--- src/rtl/config_net_tx_if.sv ---
// Parallel packet handshake between a config-net host and config_net_tx.
interface config_net_tx_if #(
  parameter int unsigned DATA_BITS = 32
);
  logic                 valid_i;
  logic                 ready_o;
  logic [7:0]           id_i;
  logic [DATA_BITS-1:0] data_i;

  modport master (output valid_i, output id_i, output data_i, input ready_o);
  modport slave  (input valid_i, input id_i, input data_i, output ready_o);
endinterface

--- src/rtl/config_net_tx.sv ---
// Config-net serial transmitter: accepts {id, data} on a valid/ready handshake
// and emits the framed LSB-first packet on cfg_bit_o, clocked by a free-running
// divided cfg_clk_o. cfg_bit_o only changes when cfg_clk_o falls.
module config_net_tx #(
  parameter int unsigned data_bits_p   = 32,
  parameter int unsigned half_period_p = 2,
  parameter int unsigned idle_bits_p   = 2
) (
  input  logic           clk,
  input  logic           reset,
  config_net_tx_if.slave host,
  output logic           cfg_clk_o,
  output logic           cfg_bit_o
);

  localparam int unsigned NBytes = data_bits_p / 8;
  localparam int unsigned ShiftW = data_bits_p + 16;
  localparam int unsigned ByteW  = $clog2(NBytes + 2);
  localparam int unsigned GapW   = $clog2(idle_bits_p + 1);
  localparam int unsigned HpW    = (half_period_p > 1) ? $clog2(half_period_p) : 1;

  localparam logic [ByteW-1:0] LastByte = ByteW'(NBytes + 1);
  localparam logic [GapW-1:0]  GapLast  = GapW'(idle_bits_p - 1);
  localparam logic [HpW-1:0]   HpLast   = HpW'(half_period_p - 1);
  localparam logic [7:0]       LenByte  = 8'(NBytes);

  typedef enum logic [2:0] {
    S_IDLE,
    S_START,
    S_BYTE,
    S_FRAME,
    S_GAP
  } state_e;

  state_e              state_q, state_d;
  logic [HpW-1:0]      hp_cnt_q, hp_cnt_d;
  logic                clk_q, clk_d;
  logic                bit_q, bit_d;
  logic [ShiftW-1:0]   shift_q, shift_d;
  logic [2:0]          bit_cnt_q, bit_cnt_d;
  logic [ByteW-1:0]    byte_cnt_q, byte_cnt_d;
  logic [GapW-1:0]     gap_cnt_q, gap_cnt_d;

  logic toggle;
  logic boundary;
  logic hs;

  // A bit boundary is the clk edge on which cfg_clk falls.
  assign toggle   = (hp_cnt_q == HpLast);
  assign boundary = toggle & clk_q;
  assign hs       = host.valid_i & (state_q == S_IDLE);

  assign host.ready_o = (state_q == S_IDLE);
  assign cfg_clk_o    = clk_q;
  assign cfg_bit_o    = bit_q;

  // State and datapath registers; reset returns the line to idle levels.
  always_ff @(posedge clk or posedge reset) begin
    if (reset) begin
      state_q    <= S_GAP;
      hp_cnt_q   <= '0;
      clk_q      <= 1'b0;
      bit_q      <= 1'b1;
      shift_q    <= '0;
      bit_cnt_q  <= '0;
      byte_cnt_q <= '0;
      gap_cnt_q  <= '0;
    end else begin
      state_q    <= state_d;
      hp_cnt_q   <= hp_cnt_d;
      clk_q      <= clk_d;
      bit_q      <= bit_d;
      shift_q    <= shift_d;
      bit_cnt_q  <= bit_cnt_d;
      byte_cnt_q <= byte_cnt_d;
      gap_cnt_q  <= gap_cnt_d;
    end
  end

  // Clock divider, next-state and serial bit selection.
  always_comb begin
    state_d    = state_q;
    hp_cnt_d   = toggle ? '0 : hp_cnt_q + 1'b1;
    clk_d      = toggle ? ~clk_q : clk_q;
    bit_d      = bit_q;
    shift_d    = shift_q;
    bit_cnt_d  = bit_cnt_q;
    byte_cnt_d = byte_cnt_q;
    gap_cnt_d  = gap_cnt_q;

    case (state_q)
      S_IDLE: begin
        if (hs) begin
          shift_d = {host.data_i, host.id_i, LenByte};
          state_d = S_START;
        end
      end

      S_START: begin
        if (boundary) begin
          bit_d      = 1'b0;
          bit_cnt_d  = '0;
          byte_cnt_d = '0;
          state_d    = S_BYTE;
        end
      end

      S_BYTE: begin
        if (boundary) begin
          bit_d   = shift_q[0];
          shift_d = shift_q >> 1;
          if (bit_cnt_q == 3'd7) begin
            state_d = S_FRAME;
          end else begin
            bit_cnt_d = bit_cnt_q + 3'd1;
          end
        end
      end

      S_FRAME: begin
        if (boundary) begin
          bit_d     = 1'b0;
          bit_cnt_d = '0;
          if (byte_cnt_q == LastByte) begin
            gap_cnt_d = '0;
            state_d   = S_GAP;
          end else begin
            byte_cnt_d = byte_cnt_q + 1'b1;
            state_d    = S_BYTE;
          end
        end
      end

      S_GAP: begin
        if (boundary) begin
          bit_d = 1'b1;
          if (gap_cnt_q == GapLast) begin
            state_d = S_IDLE;
          end else begin
            gap_cnt_d = gap_cnt_q + 1'b1;
          end
        end
      end

      default: state_d = S_GAP;
    endcase
  end

endmodule
--- src/flat_wrapper.sv ---
// flat-port wrapper written by rule: the top's interface ports become plain ports
module config_net_tx_flat 
#(
  parameter int unsigned data_bits_p   = 32,
  parameter int unsigned half_period_p = 2,
  parameter int unsigned idle_bits_p   = 2
)
  (clk, reset, cfg_clk_o, cfg_bit_o, host_valid_i, host_id_i, host_data_i, host_ready_o);
  config_net_tx_if host_i ();
  input  logic clk;
  input  logic reset;
  output logic cfg_clk_o;
  output logic cfg_bit_o;
  input wire logic [$bits(host_i.valid_i)-1:0] host_valid_i;
  input wire logic [$bits(host_i.id_i)-1:0] host_id_i;
  input wire logic [$bits(host_i.data_i)-1:0] host_data_i;
  output wire logic [$bits(host_i.ready_o)-1:0] host_ready_o;
  assign host_i.valid_i = host_valid_i;
  assign host_i.id_i = host_id_i;
  assign host_i.data_i = host_data_i;
  assign host_ready_o = host_i.ready_o;
  config_net_tx #(.data_bits_p(data_bits_p), .half_period_p(half_period_p), .idle_bits_p(idle_bits_p)) u_core (.clk(clk), .reset(reset), .host(host_i), .cfg_clk_o(cfg_clk_o), .cfg_bit_o(cfg_bit_o));
endmodule
--- config.mk ---
export PLATFORM = sky130hd
export DESIGN_NAME = config_net_tx_flat
export DESIGN_NICKNAME = d
export VERILOG_FILES = /design/src/rtl/config_net_tx_if.sv /design/src/rtl/config_net_tx.sv /design/src/flat_wrapper.sv
export SDC_FILE = /design/constraint.sdc
export NUM_CORES = 1
export LEC_CHECK = 0
export CORE_UTILIZATION = 48
export DETAILED_ROUTE_END_ITERATION = 12
export PLACE_DENSITY_LB_ADDON = 0.12
export SLEW_MARGIN = 15
export SYNTH_ARGS = -nofsm -noshare
export SYNTH_HDL_FRONTEND = slang
export SYNTH_SLANG_ARGS = --single-unit
--- constraint.sdc ---
create_clock -name clk -period 2.1 [get_ports clk]
set_clock_uncertainty 0.05 [all_clocks]
set_input_delay 0.42 -clock clk [delete_from_list [all_inputs] [get_ports clk]]
set_output_delay 0.42 -clock clk [all_outputs]
set_load 0.03 [all_outputs]
# After elaboration in Yosys (flattened, before gate mapping)
# Cells that the tools add are included.
# W data, S select, Z words.
[word_totals]
out_inout_bits = 3
register_bits = 62
[op_classes]
n_bitwise = 3
addsub = 4
n_mux = 29
n_reduce_logical = 13
eq_ne = 19
[ops]
columns = ["cell", "count"]
rows = [
  ["$mux W48", 2],
  ["$pmux W48 S2", 1],
  ["$mux W3", 13],
  ["$ne A2 B1 Y1 const B", 9],
  ["$pmux W3 S5", 1],
  ["$pmux W3 S2", 2],
  ["$reduce_and A4 Y1", 3],
  ["$eq A3 B3 Y1 const B", 3],
  ["$mux W2", 4],
  ["$reduce_bool A2 Y1", 4],
  ["$reduce_and A7 Y1", 1],
  ["$add A3 B1 Y3 const B", 2],
  ["$eq A3 B2 Y1 const B", 2],
  ["$ne A2 B2 Y1 const B", 3],
  ["$reduce_and A5 Y1", 1],
  ["$mux W1", 4],
  ["$pmux W2 S2", 1],
  ["$eq A3 B1 Y1 const B", 1],
  ["$logic_not A3 Y1", 1],
  ["$pmux W1 S3", 1],
  ["$reduce_and A3 Y1", 1],
  ["$reduce_bool A3 Y1", 1],
  ["$add A2 B1 Y2 const B", 1],
  ["$and A1 B1 Y1", 2],
  ["other kinds (4)", 4],
]

# Longest topological paths before layout
# Gate-level depths: netlist of run 1.
[logic_depth]
depth_word = 4
depth_mapped = 6
mapped_depth_nobuf = 6

# Least setup slack after synthesis of run 1
# No wires, ideal clock.
[synth_timing]
path_kind = "reg2out"
startpoint = "register u_core.state_q[2]"
endpoint = "output port host_ready_o"
t_required_ns = 1.630
setup_slack_ns = 0.293
arrival_time_ns = 1.337
n_path_buf = 2
path_stages_with_launch = 4
cell_sequence = "dfstp_2 -> clkbuf_2 -> clkbuf_8 -> nor3_1"
[synth_via]
elab_chain_cells = 1
[synth_rtl]
columns = ["item", "line_no", "rtl"]
rows = [
  ["from (decl)", "config_net_tx.sv:35", "state_e state_q, state_d;"],
  ["from (signal assigned)", "config_net_tx.sv:69", "state_q <= state_d;"],
  ["$logic_not A3 Y1", "config_net_tx.sv:53", "assign host.ready_o = (state_q == S_IDLE);"],
  ["to (decl)", "flat_wrapper.sv:17", "output wire logic [$bits(host_i.ready_o)-1:0] host_ready_o;"],
]
# No other way between the ends.

# Worst setup path after layout of run 1
# Ends and elaborated chain as after synthesis.

==> results.sh, run 1 <==
export IMPL_n_antenna_cell=0
export IMPL_routed_wl_um=5200
export IMPL_path_cells="nor3_1 -> dlygate4sd2_1"
export IMPL_clkLatencyLatePin_ns=0.34
export IMPL_synthCells=278
export IMPL_via_count=2077
export IMPL_critPathKind="flop to primary output"
export IMPL_cts_buffers=9
export IMPL_hold_viol=0
export IMPL_finalCriticalPeriod_ns=2.02
export IMPL_yosys_top_cells_area="dfrtp_1 (51%), mux2i_1 (14%), o21ai_0 (6.5%)"
export IMPL_min_path_type="input port to asynchronous set/reset pin"
export IMPL_cts_sinks=62
export IMPL_die_w_um=80.2
export IMPL_clock_fmax_mhz=494
export IMPL_yosys_area_share_simple=0.117
export IMPL_ys_types=42
export IMPL_setup_viol=0
export IMPL_routedWlPerCell_um=12.8
export IMPL_drt_first_pass_iters=6
export IMPL_rsz0062_at_grt="false"
export IMPL_final_period_utilization=0.963
export IMPL_dieHeight_um=80.2
export IMPL_drc_errors=0
export IMPL_synth_top_area_share=0.512
export IMPL_core_um2=5920
export IMPL_multi_input_area_um2=1260
export IMPL_yosysMostFrequentCell="dfrtp_1"
export IMPL_drt_iter0_markers=106
export IMPL_synth_mux_area_frac=0.152
export IMPL_endpoint_kind="primary output"
export IMPL_synth_common_cells="dfrtp_1 (60), nand2_1 (50), mux2i_1 (40)"
export IMPL_placementRows=28
export IMPL_async_reset_ff_frac=1.00
export IMPL_startpoint_type="flop"
export IMPL_ant_nets=0
export IMPL_maxCapViolations=0
export IMPL_synth_edf_count=0
export IMPL_path_clk_slew_ns=0.07
export IMPL_dpl_hpwl_um=3360
export IMPL_grt_pass1_vias=1853
export IMPL_htree_levels=3
export IMPL_setup_tns_final_ns=0
export IMPL_fillers=508
export IMPL_place_gp_congestion=0.768
export IMPL_synth_xor_area_share=0.00298
export IMPL_power_w=0.00250
export IMPL_grt_use_total=0.182
export IMPL_globalRouteOverflowTotal=0
export IMPL_grt_pass1_wl_um=8650
export IMPL_path_buf_inv=1
export IMPL_post_dp_cell_area_um2=3500
export IMPL_slew_violations=0
export IMPL_slowest_stage="dlygate4sd2_1"
export IMPL_dominantRegCellSynth="dfrtp_1"
export IMPL_yosys_area_top_type="dfrtp_1"
export IMPL_path_max_fanout=12
export IMPL_synth_warnings=0
export IMPL_maxSlewHeadroom=0.695
export IMPL_drive_gt1_frac=0.115
export IMPL_synth_top_family_by_area="multiplexers"
export IMPL_layout_setup_ws_ns=0.0777
export IMPL_floorplan_initialDensity=0.496
export IMPL_yosys_area_share_adder=0.0213
export IMPL_cellPowerDensity_nw_per_um2=674
export IMPL_status="finished clean"
export IMPL_pre_cts_slack_ns=-0.00692
export IMPL_via_per_inst=5.13
export IMPL_max_slew_worst_pin_slew_ns=0.451
export IMPL_synth_area_um2=2940
export IMPL_nets=373
export IMPL_leakage_nw=1.90
export IMPL_worstPathRequired_ns=1.63
export IMPL_irDropWorstVdd_v=0.000412
export IMPL_clock_path_buffers=2
export IMPL_syn_num_nets=326
export IMPL_cts_tree="built"
export IMPL_antenna_found_initial=0
export IMPL_final_area_um2=3710
export IMPL_register_area_um2=1550
export IMPL_grt_start_max_net_pins=73
export IMPL_synth_seq_cells=62
export IMPL_cpPeakStageDelay_ns=0.45
export IMPL_die_area_um2=6430
export IMPL_clockRootBuffer="clkbuf_8"
export IMPL_crit_family="buffers and inverters"
export IMPL_syn_to_final_growth_pct=26.3
export IMPL_port_buffers=45
export IMPL_hold_buffers=0
export IMPL_avgSynthCellArea_um2=10.6
export IMPL_yosysSeqAreaShare=0.529
export IMPL_critPathArrivalTime_ns=1.55
export IMPL_top_level_ports=46
export IMPL_synth_compound_area_share=0.134
## sequential cells by signal, summed over array words and instances, names as in the netlist
signal	count
u_core.shift_q	48
u_core.bit_cnt_q	3
u_core.byte_cnt_q	3
u_core.state_q	3
u_core.gap_cnt_q	2
u_core.cfg_bit_o	1
u_core.cfg_clk_o	1
u_core.hp_cnt_q	1
## per-layer routing
metal  part of all wire  track usage  vias to the layer above
li1                   -            -                     1061
met1               0.50        0.252                      968
met2               0.43        0.264                       42
met3              0.054       0.0580                        6
met4              0.014       0.0696                        0
met5                  0            0                        -
## power breakdown
group          total, W  switching (W)  internal [W]
Combinational  0.000159      0.0000583      0.000101
Sequential      0.00125      0.0000200       0.00123
Clock           0.00109       0.000477      0.000610
Total           0.00250       0.000555       0.00194
## logic make-up (layout without fill, tap and decap cells)
kind of cell,after synthesis,after routing
simple gates,74,74
flops,62,62
compound gates,67,67
xor+xnor,1,1
fa+ha+maj,5,5
mux,44,44
buf+inv,25,77
## per-stage QoR
stage	hold slack [ns]	util	cells
floorplan	0.400	-	278
global placement	0.414	0.591	389
detailed placement	0.420	0.591	389
CTS	0.414	0.626	405
global route	0.440	0.626	405
finish	0.413	0.626	405
## tightest hold or removal path, stage by stage
cell and delay, ns:
clkdlybuf4s50_1 0.41, inv_2 0.07, buf_12 0.29
## cell usage in the layout, fill, tap and decap left out, types with 2 or more instances in the layout
cell,instances
nand2_1,50
o21ai_0,38
mux2_2,4
mux2i_1,40
nor2_1,6
buf_4,4
clkbuf_8,11
clkinvlp_4,3
dfrtp_1,60
a21oi_1,3
a22o_1,7
inv_1,7
ha_1,5
nand3_1,3
clkdlybuf4s50_1,44
nand2b_1,3
buf_12,4
o21ai_1,10
dfstp_2,2
nor2b_1,2
## layout make-up
type / instances / area share
Tap cell: 75 / 0.0253
Multi-Input combinational cell: 191 / 0.340
Clock buffer: 11 / 0.0409
Timing Repair Buffer: 53 / 0.151
Clock inverter: 5 / 0.0155
Sequential cell: 62 / 0.419
Inverter: 8 / 0.00810
## worst paths after layout
check / cells after the start / start / end / slack, ns
hold / removal: 3 / reset / u_core.shift_q[16] / 0.41
setup / recovery: 2 / u_core.state_q[2] / host_ready_o / 0.08
min in group clk: 2 / u_core.shift_q[45] / u_core.shift_q[45] / 0.43
max in group asynchronous: 3 / reset / u_core.cfg_bit_o / 1.29
setup reg to reg: 4 / u_core.state_q[2] / u_core.state_q[1] / 0.19
hold reg to reg: 2 / u_core.shift_q[45] / u_core.shift_q[45] / 0.43
## timing repair
| action | 4_1_cts | 5_1_grt |
|---|---|---|
| resized for setup | 1 | 0 |
| buffers inserted | 0 | 0 |
| endpoints found under the setup margin | 1 | 0 |
Note: power is estimated with default switching activity, not from simulation.
==> inputs of run 2 (changes only) <==
--- a/config.mk
+++ b/config.mk
@@ -5,6 +5,7 @@
 export SDC_FILE = /design/constraint.sdc
 export NUM_CORES = 1
 export LEC_CHECK = 0
+export CORE_ASPECT_RATIO = 0.6
 export CORE_UTILIZATION = 48
 export DETAILED_ROUTE_END_ITERATION = 12
 export PLACE_DENSITY_LB_ADDON = 0.12
==> run 2 against run 1 <==
Against the previous run: non-clock buffer count up 4; first-iteration DRC count down 29%; global-route usage up 1.0 points; sequential share of layout area down 0.20 points; cell area up 0.47%; via count up 0.58%; critical path depth down 1; die area up 0.16%; flip-flop and latch count unchanged; sequential power about the same; maximum frequency about the same; clock power up 5%.
==> results.sh, run 2 (synthesis results as in run 1) <==
export IMPL_status="finished clean"
export IMPL_place_gp_congestion=0.841
export IMPL_worstPathRequired_ns=1.63
export IMPL_endpoint_kind="primary output"
export IMPL_die_area_um2=6440
export IMPL_routed_wl_um=5460
export IMPL_cpPeakStageDelay_ns=0.67
export IMPL_n_antenna_cell=0
export IMPL_regMostFlops="u_core.shift_q"
export IMPL_port_buffers=45
export IMPL_critPathKind="flop to primary output"
export IMPL_critPathArrivalTime_ns=1.55
export IMPL_rsz0062_at_grt="false"
export IMPL_drive_gt1_frac=0.120
export IMPL_crit_family="buffers and inverters"
export IMPL_drc_errors=0
export IMPL_cellPowerDensity_nw_per_um2=685
export IMPL_path_max_fanout=3
export IMPL_syn_to_final_growth_pct=26.9
export IMPL_ant_nets=0
export IMPL_ctsResizeCount=1
export IMPL_via_per_inst=5.05
export IMPL_final_common_cell="dfrtp_1"
export IMPL_nets=377
export IMPL_clock_path_buffers=2
export IMPL_largest_reg_flops=48
export IMPL_leakage_nw=1.91
export IMPL_dpl_hpwl_um=3820
export IMPL_placementRows=21
export IMPL_path_clk_slew_ns=0.07
export IMPL_globalRouteOverflowTotal=0
export IMPL_core_um2=5730
export IMPL_clock_fmax_mhz=495
export IMPL_floorplan_initialDensity=0.512
export IMPL_grt_pass1_wl_um=9430
export IMPL_antenna_found_initial=0
export IMPL_setup_tns_final_ns=0
export IMPL_path_cells="clkdlybuf4s50_1"
export IMPL_setup_worst_path_start="u_core.cfg_bit_o"
export IMPL_maxSlewHeadroom=0.716
export IMPL_r2r_start="u_core.state_q[2]"
export IMPL_min_path_type="input port to asynchronous set/reset pin"
export IMPL_dieHeight_um=62.6
export IMPL_grt_start_max_net_pins=33
export IMPL_final_period_utilization=0.962
export IMPL_top_level_ports=46
export IMPL_finalCriticalPeriod_ns=2.02
export IMPL_irDropWorstVdd_v=0.000374
export IMPL_startpoint_type="flop"
export IMPL_drt_first_pass_iters=4
export IMPL_hold_viol=0
export IMPL_hold_buffers=0
export IMPL_htree_levels=3
export IMPL_slew_violations=0
export IMPL_grt_pass1_vias=2077
export IMPL_drt_iter0_markers=75
export IMPL_fin_util=0.650
export IMPL_via_count=2089
export IMPL_hold_worst_slack_ns=0.315
export IMPL_cts_sinks=62
export IMPL_max_slew_worst_pin_slew_ns=0.420
export IMPL_clockRootBuffer="clkbuf_8"
export IMPL_maxCapViolations=0
export IMPL_routedWlPerCell_um=13.2
export IMPL_slowest_stage="clkdlybuf4s50_1"
export IMPL_cts_tree="built"
export IMPL_path_buf_inv=1
export IMPL_final_cell_mix="dfrtp_1 (60), nand2_1 (50), clkdlybuf4s50_1 (44)"
export IMPL_grt_use_total=0.192
export IMPL_setup_viol=0
export IMPL_post_cts_buffers=0
export IMPL_cts_buffers=9
export IMPL_clkLatencyLatePin_ns=0.33
export IMPL_die_w_um=103
-- run 2: per-stage QoR --
stage,std cells,total power [W],worst slack [ns],area (µm²)
2_1_floorplan,278,0.00133,0.0919,2940
6_report,414,0.00255,0.0789,3720
3_3_place_gp,398,0.00144,0.0583,3510
3_5_place_dp,398,0.00144,0.0280,3510
5_1_grt,414,0.00266,0.0321,3720
4_1_cts,414,0.00259,0.0569,3720
-- run 2: cell type report --
cell class                 instances  area (µm²)
timing repair buffer              57         564
clock buffer                      12         145
fill                             507        2000
clock inverter                     4        70.1
tap                               80         100
sequential                        62        1550
inverter                           8        30.0
multi-input combinational        191        1260
-- run 2: metal layers --
layer / routed length, µm / global-route usage / up-vias
li1: - / - / 1068
met1: 2960 / 0.277 / 979
met2: 2260 / 0.273 / 35
met3: 195 / 0.0604 / 7
met4: 46 / 0.0651 / 0
met5: 0 / 0 / -
-- run 2: path summary, 6_finish.rpt --
| check | to | slack, ns | cells after the start |
|---|---|---|---|
| setup / recovery | cfg_bit_o | 0.08 | 1 |
| hold / removal | u_core.shift_q[44] | 0.31 | 2 |
| setup reg to reg | u_core.state_q[1] | 0.14 | 4 |
| hold reg to reg | u_core.shift_q[10] | 0.43 | 2 |
| max in group asynchronous | u_core.gap_cnt_q[1] | 1.14 | 3 |
| min in group clk | u_core.shift_q[10] | 0.43 | 2 |
-- run 2: power by group --
part           internal (W)  total [W]  switching [W]
Clock              0.000698    0.00114       0.000439
Sequential          0.00123    0.00125      0.0000197
Combinational      0.000102   0.000162      0.0000604
